File: config.mk
export PLATFORM = sky130hd
export DESIGN_NAME = struct_flat_arbiter
export DESIGN_NICKNAME = d
export VERILOG_FILES = /design/src/rtl/struct_flat_arbiter.sv
export SDC_FILE = /design/constraint.sdc
export NUM_CORES = 1
export LEC_CHECK = 0
export CORE_ASPECT_RATIO = 2
export CORE_MARGIN = 5
export CORE_UTILIZATION = 38
export DETAILED_ROUTE_END_ITERATION = 12
export PLACE_DENSITY = 0.75
export SLEW_MARGIN = 10
export SYNTH_ARGS = -nofsm -noshare
export SYNTH_HDL_FRONTEND = slang
export SYNTH_SLANG_ARGS = --single-unit
File: constraint.sdc
create_clock -name clk -period 2 [get_ports clk]
set_clock_uncertainty 0.15 [all_clocks]
set_input_delay 0.4 -clock clk [delete_from_list [all_inputs] [get_ports clk]]
set_output_delay 0.4 -clock clk [all_outputs]
set_load 0.05 [all_outputs]
File: src/rtl/struct_flat_arbiter.sv
// Round-robin arbiter/sequencer for one shared 12-bit flattened struct datapath
// (field a = [11:4], field b = [3:0]). One transaction is outstanding at a time:
// grant, wait DP_LAT cycles, capture the datapath result, hand it back tagged
// with the requester index over a valid/ready response channel.
// Optional build macro: STRUCT_FLAT_ARB_STATS_EN adds the stat_flat counters port.
module struct_flat_arbiter #(
   parameter int unsigned NUM_REQ = 4,
   parameter int unsigned ID_W    = 2,
   parameter int unsigned DP_LAT  = 1
) (
   input  logic                  clk,
   input  logic                  rst,
   input  logic [NUM_REQ-1:0]    req_valid,
   input  logic [NUM_REQ*12-1:0] req_data,
   output logic [NUM_REQ-1:0]    req_ready,
   output logic [11:0]           dp_in_flat,
   input  logic [11:0]           dp_out_flat,
   output logic                  rsp_valid,
   input  logic                  rsp_ready,
   output logic [11:0]           rsp_data,
   output logic [ID_W-1:0]       rsp_id,
   output logic                  busy
`ifdef STRUCT_FLAT_ARB_STATS_EN
   ,
   output logic [31:0]           stat_flat
`endif
);

   typedef enum logic [1:0] {StIdle, StIssue, StResp} state_e;

   localparam logic [3:0] LatInit = 4'(DP_LAT - 1);

   state_e            state_q, state_d;
   logic [ID_W-1:0]   rr_ptr_q, rr_ptr_d;
   logic [3:0]        lat_cnt_q, lat_cnt_d;
   logic [ID_W-1:0]   id_q, id_d;
   logic [11:0]       dp_in_q, dp_in_d;
   logic              rsp_valid_q, rsp_valid_d;
   logic [11:0]       rsp_data_q, rsp_data_d;
   logic [ID_W-1:0]   rsp_id_q, rsp_id_d;

   logic              any_lo, any_hi;
   logic [ID_W-1:0]   win_lo, win_hi, winner;
   logic [11:0]       data_lo, data_hi, win_data;

   // Round-robin pick: lowest valid index at or after rr_ptr, else lowest overall (wrap).
   always_comb begin
      any_lo  = 1'b0;
      any_hi  = 1'b0;
      win_lo  = '0;
      win_hi  = '0;
      data_lo = '0;
      data_hi = '0;
      for (int unsigned i = 0; i < NUM_REQ; i++) begin
         if (req_valid[i] && !any_lo) begin
            any_lo  = 1'b1;
            win_lo  = ID_W'(i);
            data_lo = req_data[12*i +: 12];
         end
         if (req_valid[i] && (i >= 32'(rr_ptr_q)) && !any_hi) begin
            any_hi  = 1'b1;
            win_hi  = ID_W'(i);
            data_hi = req_data[12*i +: 12];
         end
      end
      winner   = any_hi ? win_hi : win_lo;
      win_data = any_hi ? data_hi : data_lo;
   end

   // Sequencer next-state and the combinational accept pulse.
   always_comb begin
      state_d     = state_q;
      rr_ptr_d    = rr_ptr_q;
      lat_cnt_d   = lat_cnt_q;
      id_d        = id_q;
      dp_in_d     = dp_in_q;
      rsp_valid_d = rsp_valid_q;
      rsp_data_d  = rsp_data_q;
      rsp_id_d    = rsp_id_q;
      req_ready   = '0;
      unique case (state_q)
         StIdle: begin
            // Gated by rst so no accept is signalled on an edge that reset overrides.
            if (any_lo && !rst) begin
               for (int unsigned i = 0; i < NUM_REQ; i++) begin
                  req_ready[i] = (32'(winner) == i);
               end
               dp_in_d   = win_data;
               id_d      = winner;
               lat_cnt_d = LatInit;
               rr_ptr_d  = (32'(winner) == NUM_REQ - 1) ? '0 : winner + ID_W'(1);
               state_d   = StIssue;
            end
         end
         StIssue: begin
            if (lat_cnt_q == 4'd0) begin
               rsp_data_d  = dp_out_flat;
               rsp_id_d    = id_q;
               rsp_valid_d = 1'b1;
               state_d     = StResp;
            end else begin
               lat_cnt_d = lat_cnt_q - 4'd1;
            end
         end
         StResp: begin
            // Back to IDLE only; the next grant waits a cycle by design.
            if (rsp_ready) begin
               rsp_valid_d = 1'b0;
               state_d     = StIdle;
            end
         end
         default: state_d = StIdle;
      endcase
   end

   // State and datapath registers with synchronous reset.
   always_ff @(posedge clk) begin
      if (rst) begin
         state_q     <= StIdle;
         rr_ptr_q    <= '0;
         lat_cnt_q   <= '0;
         id_q        <= '0;
         dp_in_q     <= '0;
         rsp_valid_q <= 1'b0;
         rsp_data_q  <= '0;
         rsp_id_q    <= '0;
      end else begin
         state_q     <= state_d;
         rr_ptr_q    <= rr_ptr_d;
         lat_cnt_q   <= lat_cnt_d;
         id_q        <= id_d;
         dp_in_q     <= dp_in_d;
         rsp_valid_q <= rsp_valid_d;
         rsp_data_q  <= rsp_data_d;
         rsp_id_q    <= rsp_id_d;
      end
   end

   assign dp_in_flat = dp_in_q;
   assign rsp_valid  = rsp_valid_q;
   assign rsp_data   = rsp_data_q;
   assign rsp_id     = rsp_id_q;
   assign busy       = (state_q != StIdle);

`ifdef STRUCT_FLAT_ARB_STATS_EN
   logic [15:0] done_cnt_q, bp_cnt_q;

   // Saturating counters: completed responses and stalled response cycles.
   always_ff @(posedge clk) begin
      if (rst) begin
         done_cnt_q <= '0;
         bp_cnt_q   <= '0;
      end else begin
         if ((state_q == StResp) && rsp_ready && (done_cnt_q != 16'hFFFF)) begin
            done_cnt_q <= done_cnt_q + 16'd1;
         end
         if ((state_q == StResp) && !rsp_ready && (bp_cnt_q != 16'hFFFF)) begin
            bp_cnt_q <= bp_cnt_q + 16'd1;
         end
      end
   end

   assign stat_flat = {done_cnt_q, bp_cnt_q};
`endif

endmodule

==> results.ini <==
[die]
initial_utilization_pct = 38.6
die_area_um2 = 7460
die_h_um = 117
core_um2 = 5660
rows = 39
io_pins = 99
die_w_um = 63.6

[sta]
tightest_slew_ns = 0.480
timing.fmax_mhz = 457
layout_setup_ws_ns = -0.186
finalSetupViolCount = 4
maxSlewViolCount = 0
rsz0062_at_grt = true
hold_violations = 0
period_needed_ns = 2.19
fin_hold_ws_ns = 0.301
min_period_over_period_pct = 109
slew_headroom_pct = 67.9

[drt]
drtAntennaViolNets = 0
vias = 2466
wl_um = 7520
drcViolationCount = 0
post_drt_wl_per_cell_um = 17.1
drt-pass1-iter-count = 4
viasPerCell = 5.59
drt_iter0_drc = 119

[grt]
grt_pass1_wl_um = 11500
grt_antenna_before_repair = 0
grt_usage_pct = 19.0
overflow = 0
grt_pass1_vias = 2489
grt_max_degree = 23

[placed_design]
port_buffers = 98
dp_cells = 429
post-place-ws_ns = -0.720
place_congestion = 0.791
place_area_um2 = 3280
hpwlAfterDp_um = 5480

[finish]
final_cells = 441
fillers = 481
drive_above_1_share_pct = 30.8
diodes = 0
area_growth_pct = 68.0
nNetsFinal = 451
finalInstanceArea_um2 = 3670

[worst_hold_path]
hold_path_depth = 2
hp-class = flop to flop
min_to = rsp_data[10]$_SDFFE_PP0P_
hold_start = rsp_data[10]$_SDFFE_PP0P_

[critical_path]
criticalPathCategory = flop to output pin
worst-path-max-fanout = 7
r2r_slack_ns = 0.13
start_kind = flop
reg2regPathDepth = 6
crit_arrival_ns = 1.64
endpoint_kind = output pin
r2r-start = rr_ptr_q[0]$_SDFFE_PP0P_
r2r-end = dp_in_flat[7]$_SDFFE_PP0P_
worstPathRequired_ns = 1.45

[clocking]
cts_buffer_depth = 2
clock_sinks = 37
hold_buffers = 0
clkTransAtPathRegs_ns = 0.06
htree_num_levels = 2
clk_latency_ns = 0.28
cts_root_buf = clkbuf_16
cts_buffers = 5
cts_tree = yes

[logic_synthesis]
yosysWarnings = 0
ys_types = 45
syn_area_per_cell_um2 = 8.27
syn-instance-count = 264
yosysSeqAreaShare_pct = 33.9
syn_area_um2 = 2180
ys_ff_latch = 37
syn-num-nets = 336

[outcome]
outcome = finished with violations
violations = setup timing

[run]
max_cap_viol_count = 0

[power_and_ir_drop]
p_leak_nw = 1.51
ir_drop_uv = 716
powerDensity_nw_per_um2 = 861

[cell usage after synthesis, drive strengths merged]
master,instances,area [um2]
xor2,2,17.5
nor2,8,30.0
o211ai,1,7.51
or2,3,23.8
a221o,1,10.0
ha,5,62.6
a2111oi,10,133
or3,2,12.5
o21a,1,7.51
a21bo,1,10.0
a31oi,1,6.26
nand3b,4,30.0
nor2b,3,18.8
and2,5,31.3
nor4b,1,8.76
o22ai,11,68.8
nand3,7,35.0
dfxtp,37,741
a311oi,2,17.5
o31ai,1,7.51
nor3b,1,7.51
nand2,38,143
and3,21,131
or3b,2,17.5
nor3,2,10.0
or4,1,7.51
nand2b,6,37.5
a21oi,25,129
a211oi,1,7.51
a22o,10,87.6
a21o,1,7.51
o32ai,10,87.6
inv,15,56.3
nor4,1,12.5
buf,13,108
o311ai,1,16.3
o21ai,2,10.0
clkbuf,8,30.0
[logic make-up after synthesis]
kind of cell	after synthesis	synth area share (%)
flip-flops	37	33.9
AND/OR/NAND/NOR	105	25.5
adder cells (fa/ha/maj)	5	2.86
AO/OA/AOI/OAI	79	28.1
buffers and inverters	36	8.88
XOR/XNOR	2	0.802
[through the flow]
step | setup TNS, ns | utilization, % | power (mW)
after floorplan | -0.546 | - | 1.60
after global placement | -11.61 | 57.9 | 2.03
after detailed placement | -12.72 | 57.9 | 2.05
after CTS | -2.20 | 62.8 | 3.10
after global routing | -0.970 | 64.9 | 3.30
final | -0.705 | 64.9 | 3.16
[worst max-delay path, cell delays in order, from the launching register on]
cell     delay (ns)
dfxtp_4        0.39
nor2b_1        0.07
o21a_1         0.18
or2_4          0.24
inv_2          0.06
ha_2           0.15
and2_4         0.13
buf_8          0.13
[layout by cell type, fill, tap and decap left out, types with 4 or more instances in the layout]
| master | netlist | layout |
|---|---|---|
| inv_1 | 15 | 12 |
| o32ai_1 | 10 | 7 |
| clkdlybuf4s50_1 | 0 | 62 |
| a2111oi_2 | 7 | 7 |
| nand2_1 | 38 | 38 |
| nand3b_1 | 4 | 4 |
| a22o_1 | 10 | 10 |
| buf_4 | 2 | 55 |
| nor2_1 | 8 | 6 |
| clkbuf_16 | 0 | 6 |
| o22ai_1 | 11 | 8 |
| a21oi_1 | 24 | 22 |
| and2_4 | 0 | 4 |
| and3_1 | 21 | 21 |
| nand3_1 | 7 | 6 |
| dfxtp_1 | 37 | 35 |
[flip-flops by register name, summed over array words and instances (netlist names)]
signal      count
rsp_valid       1
lat_cnt_q       4
rsp_id          2
rsp_data       12
state_q         2
id_q            2
rr_ptr_q        2
dp_in_flat     12
[per-layer routing]
metal,routed length [um],vias to the layer above,track usage (%),share of wire (%)
met5,0,-,0,0
met4,138,0,6.93,1.8
met3,525,14,3.53,7.0
met2,4280,109,38.0,57
met1,2580,1149,18.9,34
li1,-,1194,-,-
[power by group]
| part | internal, mW | leakage [nW] | switching, mW |
|---|---|---|---|
| clock network | 0.712 | 0.0938 | 0.297 |
| registers | 0.828 | 0.305 | 0.0620 |
| logic | 0.554 | 1.11 | 0.710 |
[cell type report]
class	instances	area [um2]	share of cell area [%]
clock buffer	5	125	3.41
clock inverter	3	65.1	1.77
inverter	15	56.3	1.53
multi-input combinational	191	1400	38.2
sequential	37	748	20.4
tap	61	76.3	2.08
timing repair buffer	129	1200	32.6
[worst max path at each step]
stage	start	to	slack [ns]	cells past startpoint
floorplan	req_valid[1]	req_ready[3]	-0.16	8
finish	rr_ptr_q[0]$_SDFFE_PP0P_	req_ready[2]	-0.19	7
CTS	rr_ptr_q[0]$_SDFFE_PP0P_	req_ready[0]	-0.23	8
global placement	req_valid[0]	dp_in_flat[7]$_SDFFE_PP0P_	-0.65	6
global route	rr_ptr_q[0]$_SDFFE_PP0P_	req_ready[0]	-0.26	8
detailed placement	req_valid[0]	dp_in_flat[7]$_SDFFE_PP0P_	-0.72	6
[repair_timing]
action | 4_1_cts | 5_1_grt
pin swaps | 5 | 8
resized for setup | 29 | 27
endpoints found under the setup margin | 20 | 15
gates cloned | 0 | 1
buffers inserted | 6 | 2
Note: power is estimated with default switching activity, not from simulation.
